$ cat src/rtl/adder_led_scheduler.sv
// adder_led_scheduler
//   Shares one external 3-bit adder between two requester channels. Each
//   channel offers an operand pair with a valid/ready handshake; a
//   round-robin arbiter picks the winner in IDLE, the operands are latched and
//   presented to the adder, the registered sum is returned to the winner with
//   a one-cycle resp_valid pulse, and a 6-LED thermometer bar shows the result
//   for at least HOLD_CYCLES cycles before the next request can be taken.
//
// Ports
//   clk, rst_n               clock and asynchronous active-low reset
//   req0_valid/a/b, req0_ready   channel 0 request and handshake
//   req1_valid/a/b, req1_ready   channel 1 request and handshake
//   adder_a, adder_b         operands to the shared adder ({1'b0, latched})
//   adder_c                  combinational sum returned by the adder
//   resp_valid, resp_id      one-cycle response pulse and owning channel
//   resp_sum                 registered adder result
//   led                      thermometer bar of the last result
//   busy                     high whenever the scheduler is not idle
//   ovf                      sticky: a sum above 6 was captured
//
// Parameters
//   HOLD_CYCLES  cycles spent in HOLD after each response (1..255)
//   CNT_W        hold counter width, must hold HOLD_CYCLES-1

module adder_led_scheduler #(
  parameter int HOLD_CYCLES = 4,
  parameter int CNT_W       = 8
) (
  input  logic       clk,
  input  logic       rst_n,
  input  logic       req0_valid,
  input  logic [1:0] req0_a,
  input  logic [1:0] req0_b,
  output logic       req0_ready,
  input  logic       req1_valid,
  input  logic [1:0] req1_a,
  input  logic [1:0] req1_b,
  output logic       req1_ready,
  output logic [2:0] adder_a,
  output logic [2:0] adder_b,
  input  logic [3:0] adder_c,
  output logic       resp_valid,
  output logic       resp_id,
  output logic [3:0] resp_sum,
  output logic [5:0] led,
  output logic       busy,
  output logic       ovf
);

  typedef enum logic [1:0] {
    IDLE = 2'd0,
    ADD  = 2'd1,
    RESP = 2'd2,
    HOLD = 2'd3
  } state_t;

  state_t             state;
  state_t             state_nxt;
  logic               last_grant;
  logic               gnt_id;
  logic [1:0]         op_a;
  logic [1:0]         op_b;
  logic [CNT_W-1:0]   hold_cnt;
  logic               grant_ch;
  logic               handshake;

  // Map a sum onto the LED bar: one lit LED per unit of the sum. Anything
  // above 6 cannot come from legal 2-bit operands, so the bar saturates.
  function automatic logic [5:0] therm(input logic [3:0] s);
    logic [5:0] r;
    if (s > 4'd6) begin
      r = 6'h3f;
    end else begin
      r = 6'((7'd1 << s) - 7'd1);
    end
    return r;
  endfunction

  // Round-robin arbiter. When both channels want service the one that did
  // not win last time gets it; otherwise the lone requester wins. The grant
  // only becomes a handshake while idle, so ready is never high for both.
  always_comb begin
    grant_ch = 1'b0;
    if (req0_valid && req1_valid) begin
      grant_ch = ~last_grant;
    end else if (req1_valid) begin
      grant_ch = 1'b1;
    end
  end

  assign handshake  = (state == IDLE) && (req0_valid || req1_valid);
  assign req0_ready = (state == IDLE) && req0_valid && !grant_ch;
  assign req1_ready = (state == IDLE) && req1_valid &&  grant_ch;

  // Next-state decode for the IDLE -> ADD -> RESP -> HOLD sequence. HOLD
  // leaves once the counter loaded in RESP has run down to zero.
  always_comb begin
    state_nxt = state;
    case (state)
      IDLE:    if (handshake) state_nxt = ADD;
      ADD:     state_nxt = RESP;
      RESP:    state_nxt = HOLD;
      HOLD:    if (hold_cnt == '0) state_nxt = IDLE;
      default: state_nxt = IDLE;
    endcase
  end

  // State, operand and result registers. Operands and the grant are taken on
  // the handshake; the adder result, LED bar and overflow flag are captured at
  // the end of ADD so they appear together with the RESP pulse. The LED bar
  // keeps its value until the next capture, and ovf only clears on reset.
  always_ff @(posedge clk or negedge rst_n) begin
    if (!rst_n) begin
      state      <= IDLE;
      last_grant <= 1'b1;
      gnt_id     <= 1'b0;
      op_a       <= '0;
      op_b       <= '0;
      hold_cnt   <= '0;
      resp_sum   <= '0;
      led        <= '0;
      ovf        <= 1'b0;
    end else begin
      state <= state_nxt;
      case (state)
        IDLE: begin
          if (handshake) begin
            op_a       <= grant_ch ? req1_a : req0_a;
            op_b       <= grant_ch ? req1_b : req0_b;
            gnt_id     <= grant_ch;
            last_grant <= grant_ch;
          end
        end
        ADD: begin
          resp_sum <= adder_c;
          led      <= therm(adder_c);
          if (adder_c > 4'd6) begin
            ovf <= 1'b1;
          end
        end
        RESP: begin
          hold_cnt <= CNT_W'(HOLD_CYCLES - 1);
        end
        HOLD: begin
          if (hold_cnt != '0) begin
            hold_cnt <= hold_cnt - 1'b1;
          end
        end
        default: begin
        end
      endcase
    end
  end

  assign adder_a    = {1'b0, op_a};
  assign adder_b    = {1'b0, op_b};
  assign resp_valid = (state == RESP);
  assign resp_id    = gnt_id;
  assign busy       = (state != IDLE);

endmodule
$ cat config.mk
export PLATFORM = sky130hd
export DESIGN_NAME = adder_led_scheduler
export DESIGN_NICKNAME = d
export VERILOG_FILES = /design/src/rtl/adder_led_scheduler.sv
export SDC_FILE = /design/constraint.sdc
export NUM_CORES = 1
export LEC_CHECK = 0
export CAP_MARGIN = 20
export CORE_ASPECT_RATIO = 0.9
export CORE_MARGIN = 2
export CORE_UTILIZATION = 35
export DETAILED_ROUTE_END_ITERATION = 10
export PLACE_DENSITY = 0.67
export SLEW_MARGIN = 10
export SYNTH_ARGS = -nofsm -noshare
export SYNTH_HDL_FRONTEND = slang
export SYNTH_SLANG_ARGS = --single-unit
$ cat constraint.sdc
create_clock -name clk -period 2.1 [get_ports clk]
set_input_delay 0.315 -clock clk [delete_from_list [all_inputs] [get_ports clk]]
set_output_delay 0.315 -clock clk [all_outputs]
set_load 0.005 [all_outputs]
Word level (Yosys, flattened, before mapping)
Cells that the tools add are included.
{"block": "totals", "register_bits": 27, "inputBits": 16, "output_inout_bits": 22, "word_cells": 47}
{"block": "classes", "addsub": 2, "order_cmp": 1, "eq_ne": 6, "n_shift": 1, "n_mux": 10, "bitwise_logic": 1, "n_reduce_logical": 17}
{"operator": "one-hot mux 8 bit (2 select lines)", "n": 1}
{"operator": "logical NOT 8 bit", "n": 1}
{"operator": "2-to-1 mux 2 bit", "n": 4}
{"operator": "2-to-1 mux 8 bit", "n": 1}
{"operator": "one-hot mux 2 bit (4 select lines)", "n": 1}
{"operator": "AND reduction 2 bit", "n": 4}
{"operator": "nonzero test 8 bit", "n": 1}
{"operator": "subtractor 8 x 1 -> 8 bit, second input constant", "n": 1}
{"operator": "logical AND 1 bit", "n": 6}
{"operator": "2-to-1 mux 6 bit", "n": 1}
{"operator": "inequality test 2 bit, second input constant", "n": 3}
{"operator": "<< shifter 1 x 4 -> 6 bit, first input constant", "n": 1}
{"operator": "subtractor 6 x 1 -> 6 bit, second input constant", "n": 1}
{"operator": "== test 2 bit, second input constant", "n": 2}
{"operator": "greater-than comparator 4 x 3 -> 1 bit, second input constant", "n": 1}
{"operator": "nonzero test 2 bit", "n": 2}
{"operator": "== test 2 x 1 -> 1 bit, second input constant", "n": 1}
{"operator": "logical NOT 2 bit", "n": 1}
{"operator": "2-to-1 mux 1 bit", "n": 2}
{"operator": "logical NOT 1 bit", "n": 1}
{"operator": "logical OR 1 bit", "n": 1}
{"operator": "inverter 1 bit", "n": 1}

Depth between registers and ports, before layout
{"block": "depth", "word_depth": 4, "mapped_depth": 6, "mapped_depth_nobuf": 6}

Worst setup path after synthesis
No wires, ideal clock.
{"block": "synth_path", "kind": "reg-to-reg", "startpoint": "register state[0]", "endpoint": "register hold_cnt[5]", "setup_time_ns": 0.076, "t_arrival_ns": 1.593, "t_required_ns": 2.024, "slack_ns": 0.431, "stages_incl_launch_ff": 5, "n_path_buf": 0, "period_less_slack_ns": 1.669, "path_cell_list": "dfrtp_1 -> ha_1 -> or4b_4 -> or4_1 -> o21ai_1"}
{"block": "synth_via", "elab_chain_len": 3, "elab_cells_between_ends": 6, "classes_between": "3 x eq/ne; 1 x mux; 2 x reduce/logical"}
{"item": "from (decl)", "line": "57", "source": "state_t state;"}
{"item": "from (signal assigned)", "line": "124", "source": "state <= state_nxt;"}
{"item": "== test 2 bit", "line": "125", "source": "case (state)"}
{"item": "inequality test 2 bit (no source line) or nonzero test 2 bit (tied branches)"}
{"item": "AND reduction 2 bit (no source line)"}
{"item": "to (signal assigned)", "line": "142", "source": "hold_cnt <= CNT_W'(HOLD_CYCLES - 1);"}
{"item": "to (signal assigned)", "line": "146", "source": "hold_cnt <= hold_cnt - 1'b1;"}
{"item": "to (decl)", "line": "63", "source": "logic [CNT_W-1:0] hold_cnt;"}
Parallel ways exist; a longest one is shown, timed or not.
A chain may end at the register's enable or synchronous reset.

Worst setup path after layout
{"block": "layout_path", "startpoint": "register state[0]", "endpoint": "output port req1_ready"}
{"block": "layout_via", "elab_chain_len": 3}
{"item": "logical NOT 2 bit", "line": "93", "source": "assign req1_ready = (state == IDLE) && req1_valid && grant_ch;"}
{"item": "logical AND 1 bit (2 in series)", "line": "93"}
{"item": "to (decl)", "line": "38", "source": "output logic req1_ready,"}
No other way between the ends.

==> impl_results.md <==
* Status: finished, final reports clean
* Avg Inst Size Synth at 9.73 um^2
* Setup Skew at between 0.002 and 0.0025 ns
* RSZ-0062 raised after global routing: false
* Setup TNS at 0 ns
* Post-synthesis sequential area ratio at 44.6%
* Met1 global-route usage at just under 20%
* Fmax at a little under 500 MHz
* Routing usage on met2 at a little over a quarter
* Ys async rst share at 100%
* Wirelength, routed at 3410 um
* P per Cell Area at roughly 1300 nW/um^2
* RePlAce Congestion at around 0.85
* Row count at 22
* Clock tree root driver cell: clkbuf_8
* Seq cells post-synth at 27
* Final slew viol count at 0
* Synth cell types at 46
* Via Count at approximately 1300
* Number of port buffers at 35
* Clk sinks at 27
* Total GRT Usage at ~15%
* Slew headroom at roughly 65%
* Setup violators final at 0
* Grt ovf at 0
* Finished Cell Area at 2020 um^2
* Mapped Area at between 1500 and 2000 um^2
* Hold Fails Final Rpt at 0
* Worst-skew pair later-pin latency at around 0.27 ns
* GR met3 Demand/Resource at a little under 2%
* Worst Setup Start Kind: flip-flop
* Worst hold margin at 0.410 ns
* Reg-to-Reg End: hold_cnt[6]$_DFFE_PN0P_
* Area of the die at roughly 4900 um^2
* Die X at 73.4 um
* DP Area at roughly 2000 um^2
* DR WL/cell at 13.9 um
* Worst Path Arrival at roughly 1.7 ns
* Initial antenna violation count at 0
* Synthesis-to-finish area growth at 33.1%
* Final period utilization at between 90% and 100%
* Max rail drop VDD at about 0.43 mV
* Worst reg-to-reg path cell count at 5
* Vias in the first global route at ~1400
* Area taken by multi-input logic gates at about 780 um^2
* CP Data Required Time at 1.78 ns
* Actual slew at the worst max-slew pin at 0.515 ns
* # DRC at 0
* Worst-path maximum fanout at 7
* DRT Pass-1 Iters at 4
* Global-route wire length before repair at between 5000 and 6000 um
* Vias per inst at 5.43
* Reg2reg setup slack at 0.33 ns
* Leak Pwr at between 0.8 and 0.9 nW
* Die H at approximately 66 um
* Clock transition at path regs at around 0.10 ns
* Synth Warn # at 0
* Crit Reg-Reg Startpoint: hold_cnt[1]$_DFFE_PN0P_
* GR peak layer: met2
* Antenna diodes at 0
* Detailed Place HPWL at about 2600 um
* I/O pins at 38
* Final min period at 2.01 ns
* Fillers at 386
* Initial DRC count at 76
* Final net count at approximately 220
* Cts bufs inserted at 3
* Initial core utilization at 36.8%
* H-tree levels at 1
* Crit path kind: reg2out
* CTS tree: done
* Total Power at 2.61 mW
* HP Class: in2async
* Max-cap violations at 0
* Reg area at a little under 700 um^2
* Pin count of the biggest net entering global routing at 28
* EDFF count, synth at 0
* Cells after Synth at between 150 and 200
* Core area at around 4100 um^2
* CP endpoint kind: primary output
* Layout cells sized above 1 at between 10% and 20%
* Most used DFF post-synth: dfrtp_1
* ANT nets after route at 0
* CTS Buffer Depth at 2
[per-layer routing]
metal  share of wire [%]  vias to the layer above
li1                    -                      651
met1                  44                      634
met2                  49                       47
met3                 5.1                        4
met4                 1.3                        0
met5                   0                        -
[Yosys cell counts (2+ instances only)]
| cell type | n | area [um^2] |
|---|---|---|
| a21o_1 | 2 | 15.0 |
| a21oi_1 | 9 | 45.0 |
| a31oi_1 | 3 | 18.8 |
| buf_4 | 2 | 15.0 |
| clkbuf_1 | 3 | 11.3 |
| dfrtp_1 | 26 | 651 |
| ha_1 | 7 | 87.6 |
| inv_1 | 9 | 33.8 |
| mux2_2 | 3 | 33.8 |
| mux2i_1 | 4 | 40.0 |
| nand2_1 | 12 | 45.0 |
| nand2b_1 | 6 | 37.5 |
| nand3_1 | 3 | 15.0 |
| nand3b_1 | 3 | 22.5 |
| nor2_1 | 12 | 45.0 |
| nor4b_1 | 4 | 35.0 |
| o211ai_1 | 2 | 15.0 |
| o21ai_0 | 10 | 50.1 |
| o21ai_1 | 4 | 20.0 |
| o311ai_0 | 3 | 26.3 |
| or2_2 | 2 | 12.5 |
| or3b_2 | 2 | 17.5 |
| or4_1 | 2 | 15.0 |
[how the worst max path moves through the flow]
stage	start	to	slack, ns
finish	state[0]$_DFFE_PN0P_	req1_ready	0.09
global route	state[0]$_DFFE_PN0P_	req1_ready	0.003
CTS	state[0]$_DFFE_PN0P_	req0_ready	0.01
detailed placement	adder_c[3]	led[2]$_DFFE_PN0P_	-0.06
global placement	adder_c[3]	led[2]$_DFFE_PN0P_	0.09
floorplan	state[0]$_DFFE_PN0P_	hold_cnt[5]$_DFFE_PN0P_	0.43
[placed cells by master, fill, tap and decap left out, types with 2 or more instances in the layout]
| cell | count |
|---|---|
| dfrtp_1 | 26 |
| o21ai_0 | 10 |
| nand3_1 | 3 |
| o21ai_1 | 4 |
| mux2_2 | 3 |
| or2_2 | 2 |
| clkbuf_8 | 3 |
| a21oi_1 | 9 |
| or4_1 | 2 |
| conb_1 | 2 |
| a31oi_1 | 3 |
| clkdlybuf4s50_1 | 34 |
| nor4b_1 | 4 |
| o311ai_0 | 3 |
| o211ai_1 | 2 |
| mux2i_1 | 4 |
| nand2_1 | 12 |
| nor2_1 | 12 |
| inv_1 | 9 |
| a21o_1 | 2 |
| or3b_2 | 2 |
| nand2b_1 | 6 |
| buf_4 | 9 |
| ha_1 | 6 |
| nand3b_1 | 3 |
[registers in the layout, indices dropped and copies added, names as in the netlist, 2 cells and up]
register,flops
hold_cnt,8
led,6
resp_sum,4
op_a,2
op_b,2
state,2
[through the flow]
| step | util [%] | setup WS, ns | std cells |
|---|---|---|---|
| finish | 48.9 | 0.0853 | 246 |
| global placement | 47.4 | 0.0865 | 242 |
| global route | 48.9 | 0.00281 | 246 |
| floorplan | - | 0.431 | 157 |
| CTS | 48.6 | 0.0133 | 246 |
| detailed placement | 47.4 | -0.0613 | 242 |
[logic make-up (layout without fill, tap and decap cells)]
kind of cell             count (synthesis)  count (layout)  share of synthesized area, %
other                                    1               2                         0.247
AO/OA/AOI/OAI                           42              42                          18.1
multiplexers                             7               7                          4.86
flip-flops                              27              27                          44.6
adder cells (fa/ha/maj)                  7               7                          5.77
AND/OR/NAND/NOR                         56              56                          21.4
buffers and inverters                   16              57                          5.03
[worst max-delay path, stage by stage, from the launching register on]
cell and delay (ns):
dfrtp_1 0.43, inv_1 0.16, ha_4 0.18, and2_1 0.16
clkdlybuf4s50_1 0.50
[power by group]
| part | total (mW) | internal, mW | switching (mW) |
|---|---|---|---|
| clock network | 0.307 | 0.135 | 0.172 |
| registers | 0.947 | 0.751 | 0.196 |
| logic | 1.36 | 0.731 | 0.625 |
[what timing repair did]
action	4_1_cts	5_1_grt
hold endpoints to repair	0	0
buffers inserted	0	0
resized for setup	1	2
hold buffers	0	0
setup endpoints to repair	2	2
[area by class of cell]
type,instances,area share [%]
Clock buffer,3,2.04
Clock inverter,1,0.372
Inverter,9,1.67
Multi-Input combinational cell,114,38.6
Sequential cell,27,33.5
Tap cell,48,2.97
Timing Repair Buffer,44,20.8
Note: power is estimated with default switching activity, not from simulation.
